`src/rtl/bist_pkg.sv`:
```
// Shared types and helpers for the LFSR-based logic BIST engine:
// FSM state encoding, default polynomial/seed constants and the Galois LFSR step.
package bist_pkg;

  typedef enum logic [2:0] {
    ST_IDLE    = 3'd0,
    ST_SHIFT   = 3'd1,
    ST_CAPTURE = 3'd2,
    ST_UNLOAD  = 3'd3,
    ST_DONE    = 3'd4
  } bist_state_e;

  // x^7 + x^6 + 1, maximal-length for the default 7-chain configuration
  localparam logic [31:0] DEF_TPG_TAPS  = 32'h0000_0041;
  localparam logic [31:0] DEF_TPG_SEED  = 32'h0000_0001;
  localparam logic [31:0] DEF_MISR_TAPS = 32'h0000_0041;

  // One Galois step on the low 'width' bits; bits above width are forced to 0.
  function automatic logic [31:0] galois_step(input logic [31:0] q,
                                              input logic [31:0] taps,
                                              input logic [31:0] din,
                                              input int unsigned width);
    logic [31:0] mask;
    logic        msb;
    mask = (32'd1 << width) - 32'd1;
    msb  = |(q & (32'd1 << (width - 32'd1)));
    return ((q << 1) ^ (msb ? taps : 32'd0) ^ din) & mask;
  endfunction

endpackage

```
`src/rtl/lfsr_par.sv`:
```
// Parallel-input Galois LFSR: used as the pattern generator (din = 0)
// and as the multiple-input signature register (din = scan-chain outputs).
module lfsr_par
  import bist_pkg::*;
#(
  parameter int               WIDTH = 7,
  parameter logic [WIDTH-1:0] TAPS  = WIDTH'(DEF_TPG_TAPS)
) (
  input  logic             CK,
  input  logic             BIST_reset_n,
  input  logic             load,
  input  logic [WIDTH-1:0] seed,
  input  logic             en,
  input  logic [WIDTH-1:0] din,
  output logic [WIDTH-1:0] q
);

  logic [WIDTH-1:0] r_q;
  logic [WIDTH-1:0] w_next;

  assign w_next = WIDTH'(galois_step(32'(r_q), 32'(TAPS), 32'(din), WIDTH));

  // NOTE: sequential state uses non-blocking assignments so every register
  // samples pre-edge values regardless of process evaluation order.
  always_ff @(posedge CK or negedge BIST_reset_n) begin
    if (!BIST_reset_n) begin
      r_q <= '0;
    end else if (load) begin
      r_q <= seed;
    end else if (en) begin
      r_q <= w_next;
    end
  end

  assign q = r_q;

endmodule

```
`src/rtl/lfsr_bist_engine.sv`:
```
// Logic BIST controller: drives scan chains from a TPG LFSR, compacts the
// responses in a MISR and compares the final signature against a golden value.
module lfsr_bist_engine
  import bist_pkg::*;
#(
  parameter int                  N_CHAINS   = 7,
  parameter int                  CHAIN_LEN  = 32,
  parameter int                  N_PATTERNS = 127,
  parameter logic [N_CHAINS-1:0] TPG_TAPS   = N_CHAINS'(DEF_TPG_TAPS),
  parameter logic [N_CHAINS-1:0] TPG_SEED   = N_CHAINS'(DEF_TPG_SEED),
  parameter logic [N_CHAINS-1:0] MISR_TAPS  = N_CHAINS'(DEF_MISR_TAPS),
  parameter logic [N_CHAINS-1:0] GOLDEN_SIG = '0
) (
  input  logic                CK,
  input  logic                BIST_reset_n,
  input  logic                start,
  input  logic                abort,
  input  logic [N_CHAINS-1:0] SO_chain,
  output logic [N_CHAINS-1:0] SI_chain,
  output logic                scan_en,
  output logic                busy,
  output logic                done,
  output logic                pass,
  output logic [N_CHAINS-1:0] signature
);

  localparam int SC_W = $clog2(CHAIN_LEN + 1);
  localparam int PC_W = $clog2(N_PATTERNS + 1);
  localparam logic [SC_W-1:0]     SHIFT_LAST = SC_W'(CHAIN_LEN - 1);
  localparam logic [PC_W-1:0]     PAT_LAST   = PC_W'(N_PATTERNS - 1);
  // An all-zero seed would lock the TPG at zero forever
  localparam logic [N_CHAINS-1:0] SEED_EFF   = (TPG_SEED == '0) ? N_CHAINS'(1) : TPG_SEED;

  bist_state_e r_state, w_next_state;

  logic [SC_W-1:0]     r_shift_cnt;
  logic [PC_W-1:0]     r_pat_cnt;
  logic                r_done;
  logic                r_pass;
  logic                w_go;
  logic                w_shift_last;
  logic                w_pat_last;
  logic                w_tpg_en;
  logic                w_misr_en;
  logic [N_CHAINS-1:0] w_tpg_q;
  logic [N_CHAINS-1:0] w_misr_q;
  logic [N_CHAINS-1:0] w_misr_next;

  assign w_go         = start && !abort && (r_state == ST_IDLE || r_state == ST_DONE);
  assign w_shift_last = (r_shift_cnt == SHIFT_LAST);
  assign w_pat_last   = (r_pat_cnt == PAT_LAST);
  assign w_misr_next  = N_CHAINS'(galois_step(32'(w_misr_q), 32'(MISR_TAPS),
                                              32'(SO_chain), N_CHAINS));

  // NOTE: state, TPG and MISR are all plain flops, so the async reset clears
  // every bit of run state without needing a clock.
  always_ff @(posedge CK or negedge BIST_reset_n) begin
    if (!BIST_reset_n) begin
      r_state <= ST_IDLE;
    end else begin
      r_state <= w_next_state;
    end
  end

  // NOTE: every combinational output gets a default first, so no path
  // through the case can leave a latch behind.
  always_comb begin
    w_next_state = r_state;
    if (abort) begin
      w_next_state = ST_IDLE;
    end else begin
      unique case (r_state)
        ST_IDLE, ST_DONE: if (start) w_next_state = ST_SHIFT;
        ST_SHIFT:         if (w_shift_last) w_next_state = ST_CAPTURE;
        ST_CAPTURE:       w_next_state = w_pat_last ? ST_UNLOAD : ST_SHIFT;
        ST_UNLOAD:        if (w_shift_last) w_next_state = ST_DONE;
        default:          w_next_state = ST_IDLE;
      endcase
    end
  end

  // Pattern 0 fills the chains from an unknown state, so it is not compacted
  always_comb begin
    scan_en   = 1'b0;
    busy      = 1'b0;
    w_tpg_en  = 1'b0;
    w_misr_en = 1'b0;
    unique case (r_state)
      ST_SHIFT: begin
        scan_en   = 1'b1;
        busy      = 1'b1;
        w_tpg_en  = !abort;
        w_misr_en = !abort && (r_pat_cnt != '0);
      end
      ST_CAPTURE: busy = 1'b1;
      ST_UNLOAD: begin
        scan_en   = 1'b1;
        busy      = 1'b1;
        w_tpg_en  = !abort;
        w_misr_en = !abort;
      end
      default: ;
    endcase
  end

  always_ff @(posedge CK or negedge BIST_reset_n) begin
    if (!BIST_reset_n) begin
      r_shift_cnt <= '0;
      r_pat_cnt   <= '0;
      r_done      <= 1'b0;
      r_pass      <= 1'b0;
    end else if (abort || w_go) begin
      r_shift_cnt <= '0;
      r_pat_cnt   <= '0;
      r_done      <= 1'b0;
      r_pass      <= 1'b0;
    end else begin
      unique case (r_state)
        ST_SHIFT, ST_UNLOAD: begin
          r_shift_cnt <= w_shift_last ? '0 : r_shift_cnt + 1'b1;
          if (r_state == ST_UNLOAD && w_shift_last) begin
            // Compare the signature the MISR takes on at this same edge
            r_done <= 1'b1;
            r_pass <= (w_misr_next == GOLDEN_SIG);
          end
        end
        ST_CAPTURE: r_pat_cnt <= r_pat_cnt + 1'b1;
        default: ;
      endcase
    end
  end

  lfsr_par #(
    .WIDTH (N_CHAINS),
    .TAPS  (TPG_TAPS)
  ) u_tpg (
    .CK           (CK),
    .BIST_reset_n (BIST_reset_n),
    .load         (w_go),
    .seed         (SEED_EFF),
    .en           (w_tpg_en),
    .din          ('0),
    .q            (w_tpg_q)
  );

  lfsr_par #(
    .WIDTH (N_CHAINS),
    .TAPS  (MISR_TAPS)
  ) u_misr (
    .CK           (CK),
    .BIST_reset_n (BIST_reset_n),
    .load         (w_go),
    .seed         ('0),
    .en           (w_misr_en),
    .din          (SO_chain),
    .q            (w_misr_q)
  );

  assign SI_chain  = w_tpg_q;
  assign signature = w_misr_q;
  assign done      = r_done;
  assign pass      = r_pass;

endmodule

```
`config.mk`:
```
export PLATFORM = sky130hd
export DESIGN_NAME = lfsr_bist_engine
export DESIGN_NICKNAME = d
export VERILOG_FILES = /design/src/rtl/bist_pkg.sv /design/src/rtl/lfsr_par.sv /design/src/rtl/lfsr_bist_engine.sv
export SDC_FILE = /design/constraint.sdc
export NUM_CORES = 1
export LEC_CHECK = 0
export ABC_AREA = 1
export CORE_ASPECT_RATIO = 1.4
export CORE_MARGIN = 2
export CORE_UTILIZATION = 45
export DETAILED_ROUTE_END_ITERATION = 8
export GPL_ROUTABILITY_DRIVEN = 0
export PLACE_DENSITY = 0.78
export SYNTH_ARGS = -nofsm -noshare
export SYNTH_HDL_FRONTEND = slang
export SYNTH_SLANG_ARGS = --single-unit
```
`constraint.sdc`:
```
create_clock -name CK -period 1.2 [get_ports CK]
set_clock_uncertainty 0.05 [all_clocks]
set_input_delay 0.3 -clock CK [delete_from_list [all_inputs] [get_ports CK]]
set_output_delay 0.3 -clock CK [all_outputs]
set_load 0.03 [all_outputs]
```
==> tab_implementation.tex <==
\begin{tabular}{lr}
\hline
Metric & Value \\
\hline
\multicolumn{2}{l}{\textbf{Clock tree}} \\
Clock latency on the worst-skew pair & roughly 0.30 ns \\
Clock tree from TritonCTS & done \\
Clock sinks & 32 \\
Clock-pin slew on the worst setup and hold paths & roughly 0.080 ns \\
Clock Path Buffers & 2 \\
Inserted Clock Buffers & 5 \\
Buffer type at the clock tree root & clkbuf\_8 \\
H-tree depth & 2 \\
Quantity of hold-fixing buffers added after cts & 0 \\
\multicolumn{2}{l}{\textbf{Yosys}} \\
Syn\_nets & 245 \\
Count of warnings emitted by yosys & 0 \\
Syn Area/Cell & between 7 and 8 um2 \\
Post-synth cell types & 23 \\
Synthesis-stage register bit count & 32 \\
Seq/Total Area, Yosys & between 40\% and 50\% \\
Synth Instances & 230 \\
Netlist Area Pre-Place & 1719 um2 \\
\multicolumn{2}{l}{\textbf{Drt}} \\
Overall via count from detail\_route & between 2000 and 2500 \\
DRT iter0 DRCs & around 150 \\
Post-detailed-route via-to-cell ratio & roughly 6 \\
Drc violations & 0 \\
Remaining number of nets flagged by the antenna check after routing & 0 \\
DRT Pass-1 Iters & 7 \\
Wirelength, routed & around 7.9 mm \\
Average detailed-routed wire length per instance & 20.99 um \\
\multicolumn{2}{l}{\textbf{Worst setup path}} \\
Worst r2r src & r\_state[2] \\
Slowest Stage Delay on Critical Path & roughly 0.44 ns \\
CP delay by family, top & simple AND/OR/NAND/NOR gates \\
Startpoint class of the critical path & flip-flop \\
Critical-path maximum fanout & 6 \\
Critical Setup Path Class & reg -> reg \\
CP bufs+invs & 2 \\
Critical path capture point type & flip-flop \\
Max stage delay cell, worst path & dfrtp\_1 \\
Required time reported for the critical path endpoint & 1.34 ns \\
Critical Path, Cell by Cell & inv\_2 -> nand2\_1 -> nor2\_1 -> nand2\_1 -> o21ai\_4 -> inv\_2 -> nand2\_1 -> nand2\_1 \\
Critical path startpoint & r\_state[2] \\
Most repeated library cell on the critical path & nand2\_1 \\
Arrival time at the worst endpoint & approximately 1.8 ns \\
\multicolumn{2}{l}{\textbf{Final layout}} \\
Nets & 350 \\
Ratio of cells with drive above 1 in the final layout & between 50\% and 60\% \\
Layout area overhead & 83.33\% \\
Commonest non-fill, non-tap cell in the layout & buf\_4 \\
Most frequent cells in the layout & buf\_4 (52), nand2\_1 (49), buf\_6 (34) \\
Antenna diodes & 0 \\
\multicolumn{2}{l}{\textbf{Run status}} \\
Failing checks & negative setup slack \\
Status & finished, violations left \\
\multicolumn{2}{l}{\textbf{Min path}} \\
Worst min path class & in -> async \\
\multicolumn{2}{l}{\textbf{STA}} \\
Final setup violation count & slightly above 40 \\
Final clock period utilization by the worst path & 134.0\% \\
Unrepaired setup endpoints after global routing & true \\
Shortest clock period the worst path allows after layout & 1.608 ns \\
Worst Setup Slack, final & -0.4078 ns \\
Hold Slack & $\sim$0.32 ns \\
Maximum achievable frequency & between 600 and 700 MHz \\
Final hold violations & 0 \\
Pins over their slew limit & 0 \\
Transition at the pin with the smallest max-transition slack & roughly 0.36 ns \\
Worst slew slack as a fraction of its limit & between 70\% and 80\% \\
\multicolumn{2}{l}{\textbf{Power}} \\
Post-route total power & around 7 mW \\
Highest ir drop seen on vdd & between 1.5 and 2 mV \\
Cell leakage power & between 1.5 and 2 nW \\
Cell Pwr Density & around 2200 nW/um2 \\
\multicolumn{2}{l}{\textbf{Job}} \\
Maximum Capacitance Violations & 0 \\
\multicolumn{2}{l}{\textbf{Floorplanning}} \\
Placeable Area & approximately 3600 um2 \\
Height of the die & 77.13 um \\
Horizontal die dimension & about 56 um \\
Initial core utilization & between 40\% and 50\% \\
Area of the die & 4337 um2 \\
Std-Cell Rows & 26 \\
Number of top-level pins & 29 \\
\multicolumn{2}{l}{\textbf{GRT}} \\
Number of antenna violations at the first check in global routing & 0 \\
Global-route wire length before repair & 9.466 mm \\
Number of global-route vias before repair & between 2000 and 2500 \\
Tot GR Track Use & between 20 and 30\% \\
Maximum number of pins on one net before global-route repair & 33 \\
Global-route congestion overflow total & 0 \\
\multicolumn{2}{l}{\textbf{Placement}} \\
DP Worst Slack & -0.5847 ns \\
HPWL Detailed & $\sim$3.1 mm \\
Buffers on Ports & 28 \\
\hline
\end{tabular}
stage by stage:
step / setup TNS, ns / std cells / area, um2 / utilization (%)
4_1_cts: -5.681 / 361 / 2769 / 76.00
3_5_place_dp: -13.95 / 338 / 2342 / 64.29
6_report: -10.33 / 378 / 3152 / 86.50
5_1_grt: -11.23 / 378 / 3152 / 86.50
2_1_floorplan: -1.040 / 230 / 1758 / -
3_3_place_gp: -13.08 / 338 / 2342 / 64.29
cells in the mapped netlist (all sizes together):
master	number	area share [%]
o22ai	3	1.1
buf	2	0.95
ha	4	2.9
o21ai	18	5.5
nor2	36	8.7
o211ai	1	0.44
inv	34	7.4
xnor2	2	1.0
nand4	1	0.36
nand2	62	14
a21oi	8	2.5
nand3	21	6.4
dfrtp	32	47
xor2	3	1.5
nor3	3	0.87
power breakdown:
group	internal, mW	leakage, nW	switching [mW]	total [mW]
sequential	1.36	0.425	0.288	1.64
clock	0.615	0.0541	0.454	1.07
combinational	1.86	1.07	2.35	4.21
worst paths after layout:
kind | endpoint | slack [ns] | cells after the start
min in group CK | r_shift_cnt[4] | 0.49 | 1
hold reg to reg | r_shift_cnt[4] | 0.49 | 1
setup / recovery | u_misr.q[6] | -0.41 | 8
setup reg to reg | u_misr.q[6] | -0.41 | 8
max in group asynchronous | r_state[1] | 0.59 | 2
hold / removal | u_tpg.q[3] | 0.32 | 2
worst reg2reg max path, delay by kind of cell (launching register included):
kind / cells / cell delay, ns
simple gates: 5 / 0.55
flops: 1 / 0.44
compound gates: 1 / 0.27
buf+inv: 2 / 0.21
final cells by class:
type / instances / area (um2)
Clock buffer: 5 / 68.82
Timing Repair Buffer: 99 / 925.9
Sequential cell: 32 / 803.3
Tap cell: 42 / 52.55
Multi-Input combinational cell: 163 / 1124
Inverter: 34 / 135.1
Clock inverter: 3 / 42.54
Fill cell: 176 / 491.7
per-layer routing:
metal	global-route usage, %	up-vias	share of wire, %
met1	30.43	1076	33
met2	48.82	181	52
met3	5.902	72	7.7
met4	17.38	0	7.7
li1	-	946	-
met5	0	-	0
flip-flops by register name, indices dropped and copies added (netlist names):
register / cells
done: 1
pass: 1
r_pat_cnt: 7
r_shift_cnt: 6
r_state: 3
u_misr.q: 7
u_tpg.q: 7
logic make-up (layout without fill, tap and decap cells):
group           count (synthesis)  count (layout)  share of synthesized area [%]
buf+inv                        36             141                          8.369
compound gates                 30              31                          9.534
simple gates                  123             123                          30.06
xor+xnor                        5               5                          2.548
fa+ha+maj                       4               4                          2.911
flops                          32              32                          46.58
repair_timing:
| action | in CTS | in global routing |
|---|---|---|
| pin swaps | 13 | 26 |
| gates resized for setup | 56 | 70 |
| endpoints found under the setup margin | 44 | 50 |
| gates cloned | 2 | 0 |
| setup buffers | 13 | 20 |
No activity file was read; power rests on OpenSTA's default activity.
